--- src/rtl/dco_period_meter.sv ---
// dco_period_meter: measures the half-period of an async square wave in clk
// cycles and decodes it to the DCO one-hot control code.
// Ports: clk, rst (async, active-high), en, sig_in (async wave) ->
//   half_period/code/match (last capture), valid (capture pulse),
//   locked (two equal matching captures), timeout (counter saturated).
module dco_period_meter #(
  parameter int SYNC_STAGES = 2,
  parameter int CNT_W       = 8
) (
  input  logic             clk,
  input  logic             rst,
  input  logic             en,
  input  logic             sig_in,
  output logic [CNT_W-1:0] half_period,
  output logic [7:0]       code,
  output logic             match,
  output logic             valid,
  output logic             locked,
  output logic             timeout
);

  typedef enum logic [1:0] {
    IDLE    = 2'd0,
    ARM     = 2'd1,
    MEASURE = 2'd2
  } state_t;

  localparam logic [CNT_W-1:0] CNT_MAX = '1;
  localparam logic [CNT_W-1:0] CNT_ONE = CNT_W'(1);

  state_t                 state;
  logic [SYNC_STAGES-1:0] sync;
  logic                   prev;
  logic                   edge_det;
  logic [CNT_W-1:0]       cnt;
  logic                   have_prev;
  logic [7:0]             dec_code;
  logic                   dec_match;
  logic [31:0]            cnt_ext;

  always_ff @(posedge clk or posedge rst) begin
    if (rst) begin
      sync <= '0;
      prev <= 1'b0;
    end else begin
      sync <= {sync[SYNC_STAGES-2:0], sig_in};
      prev <= sync[SYNC_STAGES-1];
    end
  end

  // Both wave transitions delimit a half-period.
  assign edge_det = sync[SYNC_STAGES-1] ^ prev;

  assign cnt_ext = 32'(cnt);

  // Exact-match decode; 51 is the DCO default setting (code 0x00).
  always_comb begin
    dec_code  = 8'h00;
    dec_match = 1'b1;
    case (cnt_ext)
      32'd4:   dec_code = 8'h01;
      32'd5:   dec_code = 8'h02;
      32'd6:   dec_code = 8'h04;
      32'd7:   dec_code = 8'h08;
      32'd8:   dec_code = 8'h10;
      32'd9:   dec_code = 8'h20;
      32'd10:  dec_code = 8'h40;
      32'd11:  dec_code = 8'h80;
      32'd51:  dec_code = 8'h00;
      default: dec_match = 1'b0;
    endcase
  end

  always_ff @(posedge clk or posedge rst) begin
    if (rst) begin
      state       <= IDLE;
      cnt         <= '0;
      have_prev   <= 1'b0;
      half_period <= '0;
      code        <= 8'h00;
      match       <= 1'b0;
      valid       <= 1'b0;
      locked      <= 1'b0;
      timeout     <= 1'b0;
    end else begin
      valid   <= 1'b0;
      timeout <= 1'b0;
      if (!en) begin
        state  <= IDLE;
        locked <= 1'b0;
      end else begin
        unique case (state)
          IDLE: begin
            state <= ARM;
          end
          ARM: begin
            // Captures never happen here, so clearing every cycle
            // is equivalent to clearing on entry.
            have_prev <= 1'b0;
            if (edge_det) begin
              state <= MEASURE;
              cnt   <= CNT_ONE;
            end
          end
          MEASURE: begin
            if (edge_det) begin
              // Edge wins over saturation on the same cycle.
              half_period <= cnt;
              code        <= dec_code;
              match       <= dec_match;
              valid       <= 1'b1;
              locked      <= dec_match & have_prev &
                             (cnt == half_period);
              have_prev   <= 1'b1;
              cnt         <= CNT_ONE;
            end else if (cnt == CNT_MAX) begin
              timeout <= 1'b1;
              locked  <= 1'b0;
              state   <= ARM;
            end else begin
              cnt <= cnt + CNT_ONE;
            end
          end
          default: state <= IDLE;
        endcase
      end
    end
  end

endmodule

--- config.mk ---
export PLATFORM = sky130hd
export DESIGN_NAME = dco_period_meter
export DESIGN_NICKNAME = d
export VERILOG_FILES = /design/src/rtl/dco_period_meter.sv
export SDC_FILE = /design/constraint.sdc
export NUM_CORES = 1
export LEC_CHECK = 0
export ABC_AREA = 1
export CAP_MARGIN = 20
export CORE_UTILIZATION = 55
export CTS_CLUSTER_DIAMETER = 40
export DETAILED_ROUTE_END_ITERATION = 8
export PLACE_DENSITY_LB_ADDON = 0.1
export SETUP_SLACK_MARGIN = 0.1
export SYNTH_ARGS = -nofsm -noshare
export SYNTH_HDL_FRONTEND = slang
export SYNTH_SLANG_ARGS = --single-unit
--- constraint.sdc ---
create_clock -name clk -period 1.7 [get_ports clk]
set_input_delay 0.255 -clock clk [delete_from_list [all_inputs] [get_ports clk]]
set_output_delay 0.255 -clock clk [all_outputs]
set_load 0.03 [all_outputs]
* After elaboration in Yosys (flattened, before gate mapping)
Index checks and enable logic that the tools add are counted.
Operators by class: muxes and demuxes 24, reductions and logical operators 8, bitwise logic cells 3, add/subtract/negate cells 1, equality and inequality tests 21
Operator list (count):
- one-hot mux 8 bit (8 select lines) | 1
- equality test 8 x 3 -> 1 bit, second input constant | 4
- equality test 8 x 4 -> 1 bit, second input constant | 4
- two-way mux 8 bit | 3
- one-hot mux 8 bit (2 select lines) | 1
- two-way mux 1 bit | 13
- != test 3 bit, second input constant | 4
- AND reduction 3 bit | 3
- OR reduction 9 bit | 1
- adder 8 x 1 -> 8 bit, second input constant | 1
- equality test 8 x 6 -> 1 bit, second input constant | 1
- equality test 8 bit | 1
- equality test 8 bit, second input constant | 1
- two-way mux 2 bit | 4
- one-hot mux 2 bit (3 select lines) | 1
- != test 2 bit, second input constant | 2
- AND reduction 4 bit | 1
- != test 3 x 1 -> 1 bit, second input constant | 1
- AND 1 bit | 2
- equality test 2 x 1 -> 1 bit, second input constant | 1
- equality test 2 bit, second input constant | 1
- logical NOT 2 bit | 1
- != test 2 x 1 -> 1 bit, second input constant | 1
- one-hot mux 1 bit (2 select lines) | 1
- 3 further kinds | 3
Storage, ports and cells: input bits 4, word-level logic and storage cells 68, output and inout bits 20, flip-flop bits (word level) 34

* Logic depth before layout (Yosys ltp)
Gate-level depths: netlist of run 1.
depth in word-level cells 8, mapped depth 9, mapped depth without buffers 8

* Worst setup path after synthesis of run 1
No wires, ideal clock.
path kind register -> register, start register cnt[0], end register cnt[7], library setup time 0.117 ns, arrival time 1.352 ns, slack 0.231 ns, data required time 1.583 ns, cell stages (with the launch flop) 9, period minus slack after synthesis 1.469 ns, path buffers 0, path through dfrtp_1 ha_1 nand3_4 nor2_4 nand4_4 nand2_4 nand2_4 nand2_1 nand2_1
On the way: cells in the longest elaborated chain, start to end 4, elaborated cells on any way between the ends 7, classes of those cells add/sub: 1; eq/ne: 2; mux: 3; reduce/logical: 1
RTL lines:
- start, declared | RTL line 35 | logic [CNT_W-1:0] cnt;
- start signal, assigned | RTL line 121 | cnt <= cnt + CNT_ONE;
- adder 8 x 1 -> 8 bit | RTL line 121
- two-way mux 8 bit | RTL line 116 | end else if (cnt == CNT_MAX) begin
- two-way mux 8 bit | RTL line 106 | if (edge_det) begin
- one-hot mux 8 bit (2 select lines) | RTL line 92 | unique case (state)
Parallel ways exist; a longest one is shown, timed or not. The select of a mux whose other input is x is not followed. A chain may end at the register's enable or synchronous reset.

* Worst setup path after layout of run 1
start register cnt[0], end register cnt[2]
Same word-level chain as after synthesis.

==> reports/metrics.csv, run 1 <==
metric,value,unit
outcome,completed,
gpl congestion,0.877,
Synth top area share,44.5,%
Port-buffer cells,23,
Hold/Removal Path Class,input pin to asynchronous set/reset pin,
share of cells above drive strength 1,12.4,%
CP max FO,10,
die width,61.0,um
Syn Nets,252,
Tightest Pin Transition,0.417,ns
cts bufs inserted,5,
R2R Setup Slk,0.23,ns
Synth Area in Compound Gates,7.46,%
CP Capture Type,flop,
PD cells,963,nW/um^2
Final nets,283,
vias after detailed routing,1638,
critical path's slowest cell,dfrtp_1,
post-route ant nets,0,
"Power, Total",2.16,mW
CTS clock-pin slew for the worst setup and hold paths,0.10,ns
"slowest stage delay, CP",0.39,ns
ys async rst share,100,%
Sink Count,34,
synthesized instance count,243,
chip height,61.0,um
crit path to,cnt[2],
RR Endpoint,cnt[2],
Synth area leaders,"dfrtp_1 (44%), nand2_1 (15%), nand3_1 (7.3%)",
# hold bufs at CTS,0,
count of different cell masters after synthesis,26,
adder-cell share of the synthesized area,3.27,%
final hold violations,0,
relative slew slack,72.2,%
Final Max Tran Viols,0,
mux cell area share after synthesis,0,%
R2R Path Start,cnt[0],
Root Buffer,clkbuf_4,
largest family of logic cells by synthesized area,simple AND/OR/NAND/NOR gates,
dpl hpwl,2810,um
WP data arrival,1.71,ns
CP startpoint,cnt[0],
crit path kind,flop to flop,
worst path cell trace,ha_1 > nand3_4 > nor2_4 > nand4_4 > nand2_4 > nand2_4 > nand2_1 > nand2_1,
1st-pass router iterations,4,
area delta synth->final,17.4,%
WL/cell,11.9,um
max cap viols,0,
f_max,678,MHz
Worst VDD drop,0.744,mV
# IOs,24,
GRT Resource Usage Total,23.2,%
Max H-tree Level,2,
initial antenna violation count,0,
largest net degree at the start of global routing,35,
Post-Route Setup TNS,0,ns
Ant. Diodes,0,
Post-route DRC,0,
count of final setup violators,0,
Leak Pwr,1.17,nW
post-synthesis xor/xnor area fraction,0.916,%
Clock Path Buffers,2,
Total Wirelength,3810,um
Worst-Skew Late Latency,0.34,ns
core box area,3340,sq um
RSZ-0062 raised after global routing,false,
WP data required,1.93,ns
simple logic cell fraction of the synthesized area,34.4,%
sequential area share after synthesis,44.5,%
DR iter-0 viols,77,
Via density,5.10,
synth warn,0,
grt total ovfl,0,
Die ar.,3720,sq um
startpoint types,flop,
Seq cells post-synth,34,
predominant post-synthesis flop cell,dfrtp_1,
number of global-route vias before repair,1400,
initial core utilization,57.3,%
first-pass GRT wire length,6200,um
CTS tree,built,
Period minus WS final,1.47,ns
num rows,21,
Mapped Avg Cell Area,7.87,sq um
Tcrit/Tclk final,86.7,%
Synth Cell Area,1910,sq um
R2R cell count,8,
skew final,0.00773,ns
Yosys top cell by area,dfrtp_1,
"EDFF count, synth",0,
## registers in the layout, indices dropped and copies added, names as in the netlist
name / flops
have_prev: 1
match: 1
state: 2
timeout: 1
prev: 1
valid: 1
cnt: 8
half_period: 8
sync: 2
locked: 1
code: 8
## worst min path at each step
stage	endpoint	slack (ns)	cells past startpoint
finish	code[6]	0.30	3
global route	sync[0]	0.34	1
CTS	code[6]	0.30	3
detailed placement	sync[1]	0.34	0
global placement	sync[1]	0.33	0
floorplan	sync[0]	0.29	0
## critical path: cells and delay by family (launching register included)
kind                       cells  cell delay (ns)
adders and majority gates      1             0.23
DFF                            1             0.39
and+or+nand+nor                7             0.75
## final cells by class
class	count	area [sq um]
fill	310	1090
multi-input combinational	170	881
sequential	34	851
timing repair buffer	33	284
inverter	30	113
tap	46	57.6
clock buffer	7	55.1
clock inverter	1	5.00
## stage by stage
| step | setup WS (ns) | utilization [%] | hold slack (ns) | cells | cell area [sq um] |
|---|---|---|---|---|---|
| 3_3_place_gp | 0.151 | 66.1 | 0.333 | 313 | 2210 |
| 3_5_place_dp | 0.0533 | 66.1 | 0.337 | 313 | 2210 |
| 5_1_grt | 0.110 | 67.3 | 0.343 | 321 | 2250 |
| 4_1_cts | 0.220 | 67.2 | 0.303 | 321 | 2240 |
| 6_report | 0.225 | 67.3 | 0.295 | 321 | 2250 |
| 2_1_floorplan | 0.231 | - | 0.286 | 243 | 1910 |
## cell usage in the layout, fill, tap and decap left out, drive strengths merged
cell type | Yosys | routed
buf | 9 | 10
dlygate4sd2 | 0 | 20
nand3 | 30 | 30
nand4 | 2 | 2
a21oi | 4 | 4
dfrtp | 34 | 34
nand2 | 80 | 80
clkinv | 0 | 1
ha | 5 | 5
nor3 | 4 | 4
clkdlybuf4s50 | 0 | 3
inv | 30 | 30
or2 | 1 | 1
a211oi | 1 | 1
o21ai | 14 | 14
o31ai | 6 | 6
nor2 | 21 | 21
clkbuf | 0 | 7
xor2 | 2 | 2
## where the power goes
part	internal, mW	switching (mW)	leakage (nW)
combinational	0.224	0.475	0.683
clock	0.200	0.268	0.0353
sequential	0.919	0.0770	0.451
## logic make-up after synthesis
kind of cell    Yosys count
simple gates            138
buf+inv                  39
flops                    34
compound gates           25
fa+ha+maj                 5
xor+xnor                  2
## synthesized netlist by cell type, types with 3 or more instances
cell type,instances
nand2_4,3
nor3_1,4
ha_1,5
nand2_1,74
nor2_1,16
inv_1,27
nand2_2,3
nor2_4,3
o31ai_1,6
inv_2,3
buf_2,4
buf_6,3
a21oi_1,4
dfrtp_1,34
nand3_1,28
o21ai_0,13
## metal layers
metal	routed length, um	share of wire (%)	track usage (%)
met1	1780	47	29.8
met2	1790	47	36.4
met3	162	4.3	6.61
met4	78	2.0	10.4
met5	0	0	0
## what timing repair did
item                       4_1_cts  5_1_grt
setup buffers                    0        0
setup endpoints to repair       20        1
cloned                           0        0
gates resized for setup         20        1
No activity file was read; power rests on OpenSTA's default activity.
==> run 2, diff against run 1 <==
ABC_CLOCK_PERIOD_IN_PS = 1700   (was default)
TNS_END_PERCENT = 50   (was default)
==> run 2 against run 1 <==
Critical path depth down 7. Flip-flop and latch count unchanged. Clock power about the same. Core utilization up 0.64 points. Die area unchanged. First-iteration DRC count down 3.9%. Clock-buffer cell count unchanged. Critical endpoint is now code[7]. Sequential share of layout area down 0.36 points. Largest power group unchanged.
==> reports/metrics.csv, run 2 (synthesis results as in run 1) <==
metric,value,unit,change
Tcrit/Tclk final,95.6,%,+8.9 points
WP data arrival,1.37,ns,-0.34 ns
Place WS,0.0533,ns,unchanged
Post-Route Setup TNS,0,ns,unchanged
Port-buffer cells,23,,unchanged
most frequent cells in the layout,"nand2_1 (74), dfrtp_1 (34), nand3_1 (28)",,
worst path cell trace,clkdlybuf4s50_1,,
Placed Instances,313,,unchanged
CTS clock-pin slew for the worst setup and hold paths,0.10,ns,about the same
# IOs,24,,unchanged
Final nets,283,,unchanged
RSZ-0062 raised after global routing,true,,
Total Wirelength,3850,um,+0.97%
chip height,61.0,um,unchanged
dpl hpwl,2810,um,unchanged
skew final,0.00880,ns,+0.00107 ns
WL/cell,12.0,um,+0.97%
"slowest stage delay, CP",0.67,ns,+0.28 ns
1st-pass router iterations,4,,unchanged
final std cells w/o fill,321,,unchanged
f_max,615,MHz,-9.3%
Hold/Removal Path Class,input pin to asynchronous set/reset pin,,
Final Max Tran Viols,0,,unchanged
cell family with most CP delay,buffers and inverters,,
Max H-tree Level,2,,unchanged
fill cell count,304,,-1.9%
largest net degree at the start of global routing,35,,unchanged
Via density,5.15,,+0.98%
Worst VDD drop,0.744,mV,about the same
gpl congestion,0.877,,unchanged
cts bufs inserted,5,,unchanged
num rows,21,,unchanged
vias after detailed routing,1654,,+0.98%
number of global-route vias before repair,1400,,unchanged
"commonest non-fill, non-tap cell in the layout",nand2_1,,
Leak Pwr,1.22,nW,+4.1%
Period minus WS final,1.63,ns,+0.151 ns
post-route ant nets,0,,unchanged
initial antenna violation count,0,,unchanged
Worst Slack Setup Final,0.0744,ns,-0.151 ns
register area,851,sq um,unchanged
WP data required,1.44,ns,-0.49 ns
Worst-Skew Late Latency,0.34,ns,about the same
Final Cell Area,2270,sq um,+0.95%
Worst Path Buf+Inv,1,,+1
Ant. Diodes,0,,unchanged
CTS tree,built,,
Root Buffer,clkbuf_4,,
Tightest Pin Transition,0.417,ns,+0.000372 ns
startpoint types,flop,,
CP Capture Type,output port,,
postcts setup bufs,0,,unchanged
Post-route DRC,0,,unchanged
first-pass GRT wire length,6200,um,unchanged
final hold violations,0,,unchanged
worst hold slack,0.298,ns,+0.00305 ns
PD cells,959,nW/um^2,-0.48%
critical path's slowest cell,clkdlybuf4s50_1,,
count of final setup violators,0,,unchanged
Sink Count,34,,unchanged
share of cells above drive strength 1,12.4,%,unchanged
grt total ovfl,0,,unchanged
initial core utilization,57.3,%,unchanged
"Cell Area, Placed",2210,sq um,unchanged
multi-input logic area,881,sq um,unchanged
post-layout util,67.9,%,+0.64 points
crit path kind,flop to output port,,
max cap viols,0,,unchanged
Die ar.,3720,sq um,unchanged
CP max FO,2,,-8
relative slew slack,72.2,%,about the same
top flop regs,"cnt (8), code (8), half_period (8)",,
area delta synth->final,18.5,%,
die width,61.0,um,unchanged
outcome,completed,,
core box area,3340,sq um,unchanged
"Power, Total",2.17,mW,+0.47%
Clock Path Buffers,2,,unchanged
DR iter-0 viols,74,,-3.9%
GRT Resource Usage Total,23.2,%,unchanged
run 2: worst paths after layout:
kind | from | to | slack (ns) | cells after the start
max | code[7] | code[7] | 0.07 | 1
max in group asynchronous | rst | cnt[3] | 1.10 | 3
min in group clk | sig_in | sync[0] | 0.35 | 1
min reg2reg | sync[0] | sync[1] | 0.36 | 0
max reg2reg | cnt[0] | cnt[2] | 0.23 | 8
min | rst | code[6] | 0.30 | 3
run 2: area by class of cell:
cell class	count	share of cell area [%]
timing repair buffer	33	13.5
multi-input combinational	170	38.9
clock buffer	7	2.43
clock inverter	1	0.221
sequential	34	37.5
tap	46	2.54
inverter	30	4.97
run 2: metal layers:
metal	up-vias	part of all wire (%)	wire length (um)	track usage, %
met4	0	2.0	77	10.4
li1	832	-	-	-
met3	7	4.4	168	6.61
met2	38	48	1860	36.4
met5	-	0	0	0
met1	777	45	1740	29.8
run 2: where the power goes:
group	switching (mW)	internal (mW)	total, mW
Sequential	0.0772	0.919	0.996
Combinational	0.475	0.233	0.707
Clock	0.269	0.200	0.470
run 2: timing repair:
item                       4_1_cts  5_1_grt
hold endpoints to repair         0        0
resized for setup               10        5
setup endpoints to repair       20       11
hold buffers                     0        0
==> run 3, diff against run 2 <==
MAX_ROUTING_LAYER = met4   (was default)
==> run 3 against run 2 <==
Via count hardly changed. Setup slack worse by 0.0015 ns. Clock power hardly changed. Wire length is 0.65% higher. Register-to-register slack hardly changed. Clock skew hardly changed. Die area stayed put. Power hardly changed. Critical path depth stayed put. Worst hold slack worse by 0.0013 ns. Sequential power hardly changed. Global-route usage is 0.75 points higher.
==> reports/metrics.csv, run 3 (synthesis results as in run 1) <==
metric,value,unit,change
outcome,completed,,
CP max FO,2,,unchanged
cts bufs inserted,5,,unchanged
skew final,0.00867,ns,-0.000124 ns
CTS tree,built,,
max cap viols,0,,unchanged
Tightest Pin Transition,0.418,ns,+0.000419 ns
vias after detailed routing,1655,,+0.060%
Max H-tree Level,2,,unchanged
grt total ovfl,0,,unchanged
DR iter-0 viols,85,,+15%
Final Max Tran Viols,0,,unchanged
Clock Path Buffers,2,,unchanged
Post-route DRC,0,,unchanged
top flop regs,"cnt (8), code (8), half_period (8)",,
CTS clock-pin slew for the worst setup and hold paths,0.10,ns,about the same
wl on met1,1800,um,+3.2%
relative slew slack,72.1,%,about the same
Worst VDD drop,0.744,mV,about the same
Sequential Power Share,45.9,%,about the same
RSZ-0062 raised after global routing,true,,
WL met2,1830,um,-1.7%
gpl congestion,0.892,,+1.6%
GRT Resource Usage Total,24.0,%,+0.75 points
chip height,61.0,um,unchanged
Hold/Removal Path Class,input pin to asynchronous set/reset pin,,
largest net degree at the start of global routing,35,,unchanged
Total Wirelength,3870,um,+0.65%
postcts setup bufs,0,,unchanged
Final nets,283,,unchanged
PD cells,958,nW/um^2,about the same
Switching Fraction,37.7,%,-0.040 points
critical path's slowest cell,clkdlybuf4s50_1,,
Root Buffer,clkbuf_4,,
crit path kind,flop to output port,,
WP data required,1.44,ns,about the same
dpl hpwl,2810,um,unchanged
"slowest stage delay, CP",0.67,ns,about the same
met3 WL,167,um,-0.60%
# IOs,24,,unchanged
number of global-route vias before repair,1401,,+0.071%
Max Used Layer,met4,,
Port-buffer cells,23,,unchanged
switching power,0.820,mW,-0.17%
num rows,21,,unchanged
startpoint types,flop,,
Die ar.,3720,sq um,unchanged
core box area,3340,sq um,unchanged
1st-pass router iterations,6,,+2
"Cell Area, Placed",2210,sq um,unchanged
Tcrit/Tclk final,95.7,%,about the same
Logic pwr share,32.5,%,about the same
Sink Count,34,,unchanged
share of cells above drive strength 1,12.4,%,unchanged
cell family with most CP delay,buffers and inverters,,
Final Cell Area,2270,sq um,unchanged
die width,61.0,um,unchanged
f_max,615,MHz,about the same
worst path cell trace,clkdlybuf4s50_1,,
post-route ant nets,0,,unchanged
"commonest non-fill, non-tap cell in the layout",nand2_1,,
count of final setup violators,0,,unchanged
Worst Path Buf+Inv,1,,unchanged
area delta synth->final,18.5,%,unchanged
initial antenna violation count,0,,unchanged
Ant. Diodes,0,,unchanged
Via density,5.16,,about the same
first-pass GRT wire length,6200,um,+0.11%
Period minus WS final,1.63,ns,+0.00154 ns
final hold violations,0,,unchanged
Clock Power Share,21.6,%,about the same
initial core utilization,57.3,%,unchanged
Worst-Skew Late Latency,0.34,ns,about the same
Leak Pwr,1.22,nW,unchanged
cell-internal power,1.35,mW,about the same
Post-Route Setup TNS,0,ns,unchanged
WL/cell,12.1,um,+0.65%
most frequent cells in the layout,"nand2_1 (74), dfrtp_1 (34), nand3_1 (28)",,
WP data arrival,1.37,ns,about the same
CP Capture Type,output port,,
-- run 3: cell counts in the layout (fill, tap and decap cells not counted) --
No cell type changed its count.
-- run 3: worst paths after layout --
path | end | cells after the start | slack (ns) | start
max | code[7] | 1 | 0.07 | code[7]
min | code[6] | 3 | 0.30 | rst
max reg2reg | cnt[2] | 8 | 0.22 | cnt[0]
min reg2reg | sync[1] | 0 | 0.36 | sync[0]
max in group asynchronous | cnt[3] | 3 | 1.10 | rst
min in group clk | sync[0] | 1 | 0.35 | sig_in
-- run 3: timing repair --
item                       4_1_cts  5_1_grt
setup endpoints to repair       20       11
gates resized for setup         10        5
hold buffers                     0        0
pin swaps                        0        0
gates cloned                     0        0
-- run 3: per-stage QoR --
step | hold WS [ns] | utilization, % | setup WS (ns) | cells | total power [mW]
detailed placement | 0.337 | 66.1 | 0.0533 | 313 | 1.78
global route | 0.343 | 67.9 | 0.0197 | 321 | 2.32
CTS | 0.303 | 67.6 | 0.0531 | 321 | 2.19
global placement | 0.333 | 66.1 | 0.151 | 313 | 1.77
finish | 0.297 | 67.9 | 0.0729 | 321 | 2.17
floorplan | 0.286 | - | 0.231 | 243 | 1.48
-- run 3: power by group through the flow --
stage / Sequential, mW / Clock [mW] / Combinational (mW)
3_5_place_dp: 1.02 / 0 / 0.760
3_3_place_gp: 1.02 / 0 / 0.751
4_1_cts: 0.998 / 0.486 / 0.708
5_1_grt: 1.01 / 0.517 / 0.788
6_report: 0.996 / 0.470 / 0.707
2_1_floorplan: 1.19 / 0 / 0.292
-- run 3: tightest hold or removal path, cell delays in order --
cell and delay, ns:
clkdlybuf4s50_1 0.40, inv_1 0.05, buf_4 0.37
-- run 3: area by class of cell --
cell class,count,area [sq um]
Fill cell,304,1070
Multi-Input combinational cell,170,881
Sequential cell,34,851
Timing Repair Buffer,33,305
Inverter,30,113
Tap cell,46,57.6
Clock buffer,7,55.1
Clock inverter,1,5.00
-- run 3: per-layer routing --
| metal | global-route usage [%] | up-vias |
|---|---|---|
| li1 | - | 832 |
| met1 | 29.8 | 774 |
| met2 | 36.4 | 42 |
| met3 | 6.61 | 7 |
| met4 | 10.4 | 0 |
| met5 | - | - |
